`src/rtl/fp_mult_stream_pkg.sv`:
```
// Shared definitions for the FP32 multiplier streaming wrapper.
// Holds the default widths, the rounding-mode encoding and the FIFO entry sizing.
package fp_mult_stream_pkg;

  localparam int FP_WIDTH = 32;
  localparam int OP_DEPTH = 4;

  typedef enum logic [1:0] {
    RND_RNE = 2'd0,
    RND_RTZ = 2'd1,
    RND_RUP = 2'd2,
    RND_RDN = 2'd3
  } rnd_mode_e;

  // One buffered operation is {a, b, rnd}.
  function automatic int op_entry_width(input int width);
    return (2 * width) + 2;
  endfunction

endpackage

```
`src/rtl/fp_mult_stream_if.sv`:
```
// Operand, core and result buses of fp_mult_stream.
// The slave modport is the block's view; the master modport drives it.
interface fp_mult_stream_if
  import fp_mult_stream_pkg::*;
#(
  parameter int WIDTH = FP_WIDTH,
  parameter int DEPTH = OP_DEPTH
);
  localparam int CNT_W = $clog2(DEPTH + 1);

  logic             flush;
  logic             in_valid;
  logic             in_ready;
  logic [WIDTH-1:0] in_a;
  logic [WIDTH-1:0] in_b;
  logic [1:0]       in_rnd;
  logic [WIDTH-1:0] mul_a;
  logic [WIDTH-1:0] mul_b;
  logic [1:0]       mul_rnd;
  logic [WIDTH-1:0] mul_result;
  logic             out_valid;
  logic             out_ready;
  logic [WIDTH-1:0] out_result;
  logic [CNT_W-1:0] fifo_count;

  modport slave (
    input  flush, in_valid, in_a, in_b, in_rnd, mul_result, out_ready,
    output in_ready, mul_a, mul_b, mul_rnd, out_valid, out_result, fifo_count
  );

  modport master (
    output flush, in_valid, in_a, in_b, in_rnd, mul_result, out_ready,
    input  in_ready, mul_a, mul_b, mul_rnd, out_valid, out_result, fifo_count
  );

endinterface

```
`src/rtl/fp_operand_fifo.sv`:
```
// Operand-pair FIFO: DEPTH entries of {a, b, rnd}, head visible combinationally.
// A push while full is dropped even if a pop happens in the same cycle.
module fp_operand_fifo
  import fp_mult_stream_pkg::*;
#(
  parameter int WIDTH = FP_WIDTH,
  parameter int DEPTH = OP_DEPTH
) (
  input  logic                              clk,
  input  logic                              rst,
  input  logic                              flush,
  input  logic                              push,
  input  logic                              pop,
  input  logic [op_entry_width(WIDTH)-1:0]  wr_data,
  output logic [op_entry_width(WIDTH)-1:0]  rd_data,
  output logic [$clog2(DEPTH+1)-1:0]        count,
  output logic                              full,
  output logic                              empty
);
  localparam int DW    = op_entry_width(WIDTH);
  localparam int CNT_W = $clog2(DEPTH + 1);
  localparam int PTR_W = $clog2(DEPTH);

  logic [DW-1:0]    mem_r [DEPTH];
  logic [PTR_W-1:0] wr_ptr_r;
  logic [PTR_W-1:0] rd_ptr_r;
  logic [CNT_W-1:0] count_r;
  logic             push_s;
  logic             pop_s;

  assign full    = (count_r == CNT_W'(DEPTH));
  assign empty   = (count_r == {CNT_W{1'b0}});
  assign push_s  = push && !full;
  assign pop_s   = pop && !empty;
  assign count   = count_r;
  assign rd_data = mem_r[rd_ptr_r];

  // Pointer and occupancy tracking; power-of-two depth makes pointers wrap naturally
  always_ff @(posedge clk or posedge rst) begin
    if (rst) begin
      wr_ptr_r <= {PTR_W{1'b0}};
      rd_ptr_r <= {PTR_W{1'b0}};
      count_r  <= {CNT_W{1'b0}};
    end else if (flush) begin
      wr_ptr_r <= {PTR_W{1'b0}};
      rd_ptr_r <= {PTR_W{1'b0}};
      count_r  <= {CNT_W{1'b0}};
    end else begin
      if (push_s) begin
        wr_ptr_r <= wr_ptr_r + PTR_W'(1);
      end
      if (pop_s) begin
        rd_ptr_r <= rd_ptr_r + PTR_W'(1);
      end
      case ({push_s, pop_s})
        2'b10:   count_r <= count_r + CNT_W'(1);
        2'b01:   count_r <= count_r - CNT_W'(1);
        default: count_r <= count_r;
      endcase
    end
  end

  // Entry storage; contents need no reset since occupancy gates every read
  always_ff @(posedge clk) begin
    if (push_s && !flush) begin
      mem_r[wr_ptr_r] <= wr_data;
    end
  end

endmodule

```
`src/rtl/fp_mult_stream.sv`:
```
// Streaming wrapper around the combinational FP32 multiplier core: operand FIFO,
// a registered operand stage feeding the core, and a registered result stage.
module fp_mult_stream
  import fp_mult_stream_pkg::*;
#(
  parameter int WIDTH = FP_WIDTH,
  parameter int DEPTH = OP_DEPTH
) (
  input logic             clk,
  input logic             rst,
  fp_mult_stream_if.slave io
);
  localparam int CNT_W = $clog2(DEPTH + 1);
  localparam int DW    = op_entry_width(WIDTH);

  logic [DW-1:0]    wr_data_s;
  logic [DW-1:0]    rd_data_s;
  logic [CNT_W-1:0] count_s;
  logic             full_s;
  logic             empty_s;
  logic [WIDTH-1:0] head_a_s;
  logic [WIDTH-1:0] head_b_s;
  logic [1:0]       head_rnd_s;
  logic             s2_adv_s;
  logic             s1_free_s;
  logic             pop_s;

  logic             s1_valid_r;
  logic [WIDTH-1:0] mul_a_r;
  logic [WIDTH-1:0] mul_b_r;
  logic [1:0]       mul_rnd_r;
  logic             out_valid_r;
  logic [WIDTH-1:0] out_result_r;

  assign wr_data_s = {io.in_a, io.in_b, io.in_rnd};
  assign {head_a_s, head_b_s, head_rnd_s} = rd_data_s;

  fp_operand_fifo #(
    .WIDTH (WIDTH),
    .DEPTH (DEPTH)
  ) u_fifo (
    .clk     (clk),
    .rst     (rst),
    .flush   (io.flush),
    .push    (io.in_valid),
    .pop     (pop_s),
    .wr_data (wr_data_s),
    .rd_data (rd_data_s),
    .count   (count_s),
    .full    (full_s),
    .empty   (empty_s)
  );

  // The result stage drains first, which frees the operand stage for the FIFO head
  assign s2_adv_s  = s1_valid_r && (!out_valid_r || io.out_ready);
  assign s1_free_s = !s1_valid_r || s2_adv_s;
  assign pop_s     = !empty_s && s1_free_s;

  // Operand stage and result stage; data registers are left alone on flush
  always_ff @(posedge clk or posedge rst) begin
    if (rst) begin
      s1_valid_r   <= 1'b0;
      mul_a_r      <= {WIDTH{1'b0}};
      mul_b_r      <= {WIDTH{1'b0}};
      mul_rnd_r    <= 2'b00;
      out_valid_r  <= 1'b0;
      out_result_r <= {WIDTH{1'b0}};
    end else if (io.flush) begin
      s1_valid_r  <= 1'b0;
      out_valid_r <= 1'b0;
    end else begin
      if (pop_s) begin
        mul_a_r    <= head_a_s;
        mul_b_r    <= head_b_s;
        mul_rnd_r  <= head_rnd_s;
        s1_valid_r <= 1'b1;
      end else if (s1_free_s) begin
        s1_valid_r <= 1'b0;
      end
      if (s2_adv_s) begin
        out_result_r <= io.mul_result;
        out_valid_r  <= 1'b1;
      end else if (out_valid_r && io.out_ready) begin
        out_valid_r <= 1'b0;
      end
    end
  end

  assign io.in_ready   = !full_s;
  assign io.fifo_count = count_s;
  assign io.mul_a      = mul_a_r;
  assign io.mul_b      = mul_b_r;
  assign io.mul_rnd    = mul_rnd_r;
  assign io.out_valid  = out_valid_r;
  assign io.out_result = out_result_r;

endmodule

```
`src/flat_wrapper.sv`:
```
// flat-port wrapper written by rule: the top's interface ports become plain ports
module fp_mult_stream_flat import fp_mult_stream_pkg::*;
#(
  parameter int WIDTH = FP_WIDTH,
  parameter int DEPTH = OP_DEPTH
)
  (clk, rst, io_flush, io_in_valid, io_in_a, io_in_b, io_in_rnd, io_mul_result, io_out_ready, io_in_ready, io_mul_a, io_mul_b, io_mul_rnd, io_out_valid, io_out_result, io_fifo_count);
  fp_mult_stream_if #(.WIDTH(WIDTH), .DEPTH(DEPTH)) io_i ();
  input logic clk;
  input logic rst;
  input wire logic [$bits(io_i.flush)-1:0] io_flush;
  input wire logic [$bits(io_i.in_valid)-1:0] io_in_valid;
  input wire logic [$bits(io_i.in_a)-1:0] io_in_a;
  input wire logic [$bits(io_i.in_b)-1:0] io_in_b;
  input wire logic [$bits(io_i.in_rnd)-1:0] io_in_rnd;
  input wire logic [$bits(io_i.mul_result)-1:0] io_mul_result;
  input wire logic [$bits(io_i.out_ready)-1:0] io_out_ready;
  output wire logic [$bits(io_i.in_ready)-1:0] io_in_ready;
  output wire logic [$bits(io_i.mul_a)-1:0] io_mul_a;
  output wire logic [$bits(io_i.mul_b)-1:0] io_mul_b;
  output wire logic [$bits(io_i.mul_rnd)-1:0] io_mul_rnd;
  output wire logic [$bits(io_i.out_valid)-1:0] io_out_valid;
  output wire logic [$bits(io_i.out_result)-1:0] io_out_result;
  output wire logic [$bits(io_i.fifo_count)-1:0] io_fifo_count;
  assign io_i.flush = io_flush;
  assign io_i.in_valid = io_in_valid;
  assign io_i.in_a = io_in_a;
  assign io_i.in_b = io_in_b;
  assign io_i.in_rnd = io_in_rnd;
  assign io_i.mul_result = io_mul_result;
  assign io_i.out_ready = io_out_ready;
  assign io_in_ready = io_i.in_ready;
  assign io_mul_a = io_i.mul_a;
  assign io_mul_b = io_i.mul_b;
  assign io_mul_rnd = io_i.mul_rnd;
  assign io_out_valid = io_i.out_valid;
  assign io_out_result = io_i.out_result;
  assign io_fifo_count = io_i.fifo_count;
  fp_mult_stream #(.WIDTH(WIDTH), .DEPTH(DEPTH)) u_core (.clk(clk), .rst(rst), .io(io_i));
endmodule
```
`config.mk`:
```
export PLATFORM = sky130hd
export DESIGN_NAME = fp_mult_stream_flat
export DESIGN_NICKNAME = d
export VERILOG_FILES = /design/src/rtl/fp_mult_stream_pkg.sv /design/src/rtl/fp_mult_stream_if.sv /design/src/rtl/fp_operand_fifo.sv /design/src/rtl/fp_mult_stream.sv /design/src/flat_wrapper.sv
export SDC_FILE = /design/constraint.sdc
export NUM_CORES = 1
export LEC_CHECK = 0
export ABC_AREA = 1
export CAP_MARGIN = 20
export CELL_PAD_IN_SITES_DETAIL_PLACEMENT = 2
export CELL_PAD_IN_SITES_GLOBAL_PLACEMENT = 2
export CORE_MARGIN = 2
export CORE_UTILIZATION = 33
export DETAILED_ROUTE_END_ITERATION = 8
export GPL_ROUTABILITY_DRIVEN = 0
export HOLD_SLACK_MARGIN = 0.1
export PLACE_DENSITY = 0.78
export SYNTH_ARGS = -nofsm -noshare
export SYNTH_HDL_FRONTEND = slang
export SYNTH_SLANG_ARGS = --single-unit
```
`constraint.sdc`:
```
create_clock -name clk -period 4.34 [get_ports clk]
set_input_delay 0.868 -clock clk [delete_from_list [all_inputs] [get_ports clk]]
set_output_delay 0.868 -clock clk [all_outputs]
set_load 0.1 [all_outputs]
```
==> summary.md <==
| Metric | Value |
|---|---|
| Status | finished clean |
| CP Max Fanout | 5 |
| Sink Count | roughly 370 |
| WP data arrival | roughly 2.3 ns |
| CTS HTree Levels | 2 |
| Pins over their slew limit | 0 |
| Last element of the critical path | io_in_ready |
| Initial antenna violation count | 7 |
| Root Buffer | clkbuf_16 |
| Syn. warnings | 0 |
| Slew @ Worst Pin | 1.060 ns |
| Post-CTS resize count | 0 |
| Area share of the largest cell type after synthesis | between 50 and 60% |
| Final wirelength | 40,700 µm |
| Worst VDD drop | roughly 0.68 mV |
| Pre-CTS WS | ~1.3 ns |
| Row Count | 75 |
| Final hold vios | 0 |
| Syn nets | 1,165 |
| Total leakage power | between 6 and 7 nW |
| FMAX | ~310 MHz |
| Wire length per cell | 22.11 µm |
| Power Density | 825.3 nW/µm² |
| Synth Cell Area | ~14,000 µm² |
| Min Tclk post-route | between 3 and 4 ns |
| Nets | about 1,400 |
| First-pass DRT Iterations | 4 |
| R2R depth | 5 |
| Core area | roughly 42,000 µm² |
| Post-DP HPWL | between 20,000 and 25,000 µm |
| Largest area contributor in the synthesized netlist | edfxtp_1 |
| Endpoint class of the critical path | output pin |
| TritonCTS clock tree | yes |
| Reg2Reg Setup Slack | ~1.8 ns |
| Port bufs | 205 |
| Vias | about 9,000 |
| Netlist cell types | 27 |
| Worst skew pair latency | 0.54 ns |
| FFs w/ async S/R, synth | approximately 29% |
| Total die area | about 44,000 µm² |
| #FFs+latches synth | 371 |
| Crit. Startpoint | u_core.u_fifo.count[0]$_DFFE_PP0P_ |
| First-pass GRT wire length | between 60,000 and 70,000 µm |
| Max Cap Viol | 0 |
| Critical path class | reg2out |
| DRT iter0 DRCs | roughly 660 |
| Top_reg_cell synth | edfxtp_1 |
| Worst reg2reg startpoint | u_core.u_fifo.rd_ptr_r[0]$_DFFE_PP0P_ |
| Fin crit share | approximately 73% |
| Final setup TNS | 0 ns |
| P&R area growth vs syn | 28.33% |
| Chip height | about 210 µm |
| HP Class | reg2reg |
| Total Routing Usage GR | a little under a fifth |
| Syn_area_per_cell | around 13 µm² |
| Global routing's busiest layer | met2 |
| CP required | roughly 3.5 ns |
| Aggregate global routing overflow | 0 |
| Die width | between 200 and 250 µm |
| Hold_buf cts | 0 |
| CTS Buf Count | between 40 and 50 |
| RSZ-0062 raised after global routing | false |
| Most common cell in the netlist | edfxtp_1 |
| Routed Antenna Nets | 0 |
| Setup Skew | roughly 0.024 ns |
| Setup slack after layout | around 1.2 ns |
| Largest net degree at the start of global routing | 93 |
| Ports | 206 |
| Relative slew slack | 29.14% |
| Met3 GRT Util | roughly 4.1% |
| Post-synth EDFFs | 264 |
| Initial Utilization | 33.31% |
| Synth top area cells | edfxtp_1 (57%), dfrtp_1 (19%), nand2_1 (5.8%), o21ai_0 (4.5%), nor2_1 (3.7%) |
| Met2 Use GR | between 30% and 40% |
| Seq/Total Area, Yosys | between 70% and 80% |
| FILL cells | about 4,200 |
| Worst setup SP type | flop |
| Commonest cells post-synth | edfxtp_1 (264), nand2_1 (216), nor2_1 (137) |
| Reg-to-reg endpoint | u_core.io.mul_b[8]$_DFFE_PP0P_ |
| Clk buf depth | 3 |
| Vias in the first global route | 10,190 |
| Met1 Track Usage GR | 23.47% |
| DRC Markers | 0 |
| Layout cells sized above 1 | between 10% and 20% |
| Via density per instance | ~5.0 |
| Setup violations, final | 0 |
| Mapped Cells | roughly 1,100 |
| Post-CTS Setup Inserts | 0 |
| Worst-path clk slew | around 0.06 ns |
[worst max-delay path: stages, from the launching register on]
cell and delay (ns):
dfrtp_1 0.46, nor2_2 0.09, nand2_1 0.09, clkdlybuf4s50_1 1.15
[power by group]
group          internal, W  leakage (nW)  total [W]  switching (W)
Sequential         0.00444          3.71    0.00481       0.000374
Combinational      0.00148          2.31    0.00656        0.00508
Clock              0.00198         0.654    0.00339        0.00141
Total              0.00790          6.67     0.0148        0.00686
[through the flow]
step                      util [%]  hold WS [ns]  power, W  cell area [µm²]  instances
after floorplan                  -        0.5704  0.009659            13940       1057
after global placement       39.50        0.4621   0.01127            16530       1759
after detailed placement     39.50        0.4659   0.01146            16530       1759
after CTS                    42.65        0.4825   0.01494            17850       1836
after global routing         42.72        0.5001   0.01543            17880       1838
final                        42.74        0.4773   0.01476            17890       1841
[cell families (layout without fill, tap and decap cells)]
family / Yosys count / count (layout) / share of synthesized area, %
buffers and inverters: 76 / 317 / 2.648
flip-flops: 371 / 371 / 76.08
AO/OA/AOI/OAI: 208 / 208 / 8.078
XOR/XNOR: 1 / 1 / 0.06284
adder cells (fa/ha/maj): 5 / 5 / 0.5027
AND/OR/NAND/NOR: 364 / 364 / 10.04
multiplexers: 32 / 32 / 2.585
other: 0 / 4 / 0
[state kept, by name (all words and copies together) (netlist names)]
register and count:
u_core.u_fifo.rd_ptr_r 2, u_core.io.mul_rnd 2, u_core.u_fifo.count 3, u_core.io.out_valid 1, u_core.u_fifo.wr_ptr_r 2, u_core.u_fifo.mem_r 264, u_core.s1_valid_r 1, u_core.io.mul_b 32
u_core.io.mul_a 32, u_core.io.out_result 32
[metal layers]
| layer | up-vias | wire length (µm) |
|---|---|---|
| met1 | 4692 | 17430 |
| met3 | 62 | 2269 |
| met2 | 227 | 20130 |
| met4 | 8 | 817 |
| li1 | 4148 | - |
| met5 | - | 55 |
[placed cells by master, fill, tap and decap left out, types with 2 or more instances in the layout]
cell type        Yosys  layout
a21oi_1              5       5
nand2_1            216     216
inv_2                5       4
clkbuf_8             0       9
inv_6                0       2
diode_2              0       4
inv_1               11      10
inv_4                0       3
mux2_2              32      32
o22ai_1             66      66
clkinv_2             0       6
o21ai_1             10      10
o21ai_0            126     126
clkbuf_1            30      13
nor2_1             137     133
clkdlybuf4s50_1      0     205
nand3_1              6       6
dfrtp_1            107     105
clkbuf_16            0      43
edfxtp_1           264     264
nor2_4               1       5
clkinv_1             0       2
ha_1                 4       4
buf_4                7      18
[final cells by class]
type	count	area [µm²]	area share, %
antenna	4	10.01	0.05596
clock buffer	65	1249	6.981
clock inverter	12	70.07	0.3917
inverter	16	65.06	0.3637
multi-input combinational	610	2995	16.74
sequential	371	10610	59.31
tap	539	674.4	3.770
timing repair buffer	224	2215	12.38
[how the worst min path moves through the flow]
stage	startpoint	endpoint	slack (ns)	depth (start not counted)
after CTS	u_core.io.mul_a[6]$_DFFE_PP0P_	u_core.io.mul_a[6]$_DFFE_PP0P_	0.48	2
after detailed placement	u_core.io.mul_a[6]$_DFFE_PP0P_	u_core.io.mul_a[6]$_DFFE_PP0P_	0.47	2
after floorplan	u_core.u_fifo.mem_r[0][37]$_DFFE_PP_	u_core.io.mul_a[3]$_DFFE_PP0P_	0.57	4
after global placement	u_core.io.mul_a[10]$_DFFE_PP0P_	u_core.io.mul_a[10]$_DFFE_PP0P_	0.46	2
after global routing	u_core.io.mul_a[6]$_DFFE_PP0P_	u_core.io.mul_a[6]$_DFFE_PP0P_	0.50	2
final	u_core.io.mul_a[6]$_DFFE_PP0P_	u_core.io.mul_a[6]$_DFFE_PP0P_	0.48	2
No activity file was read; power rests on OpenSTA's default activity.
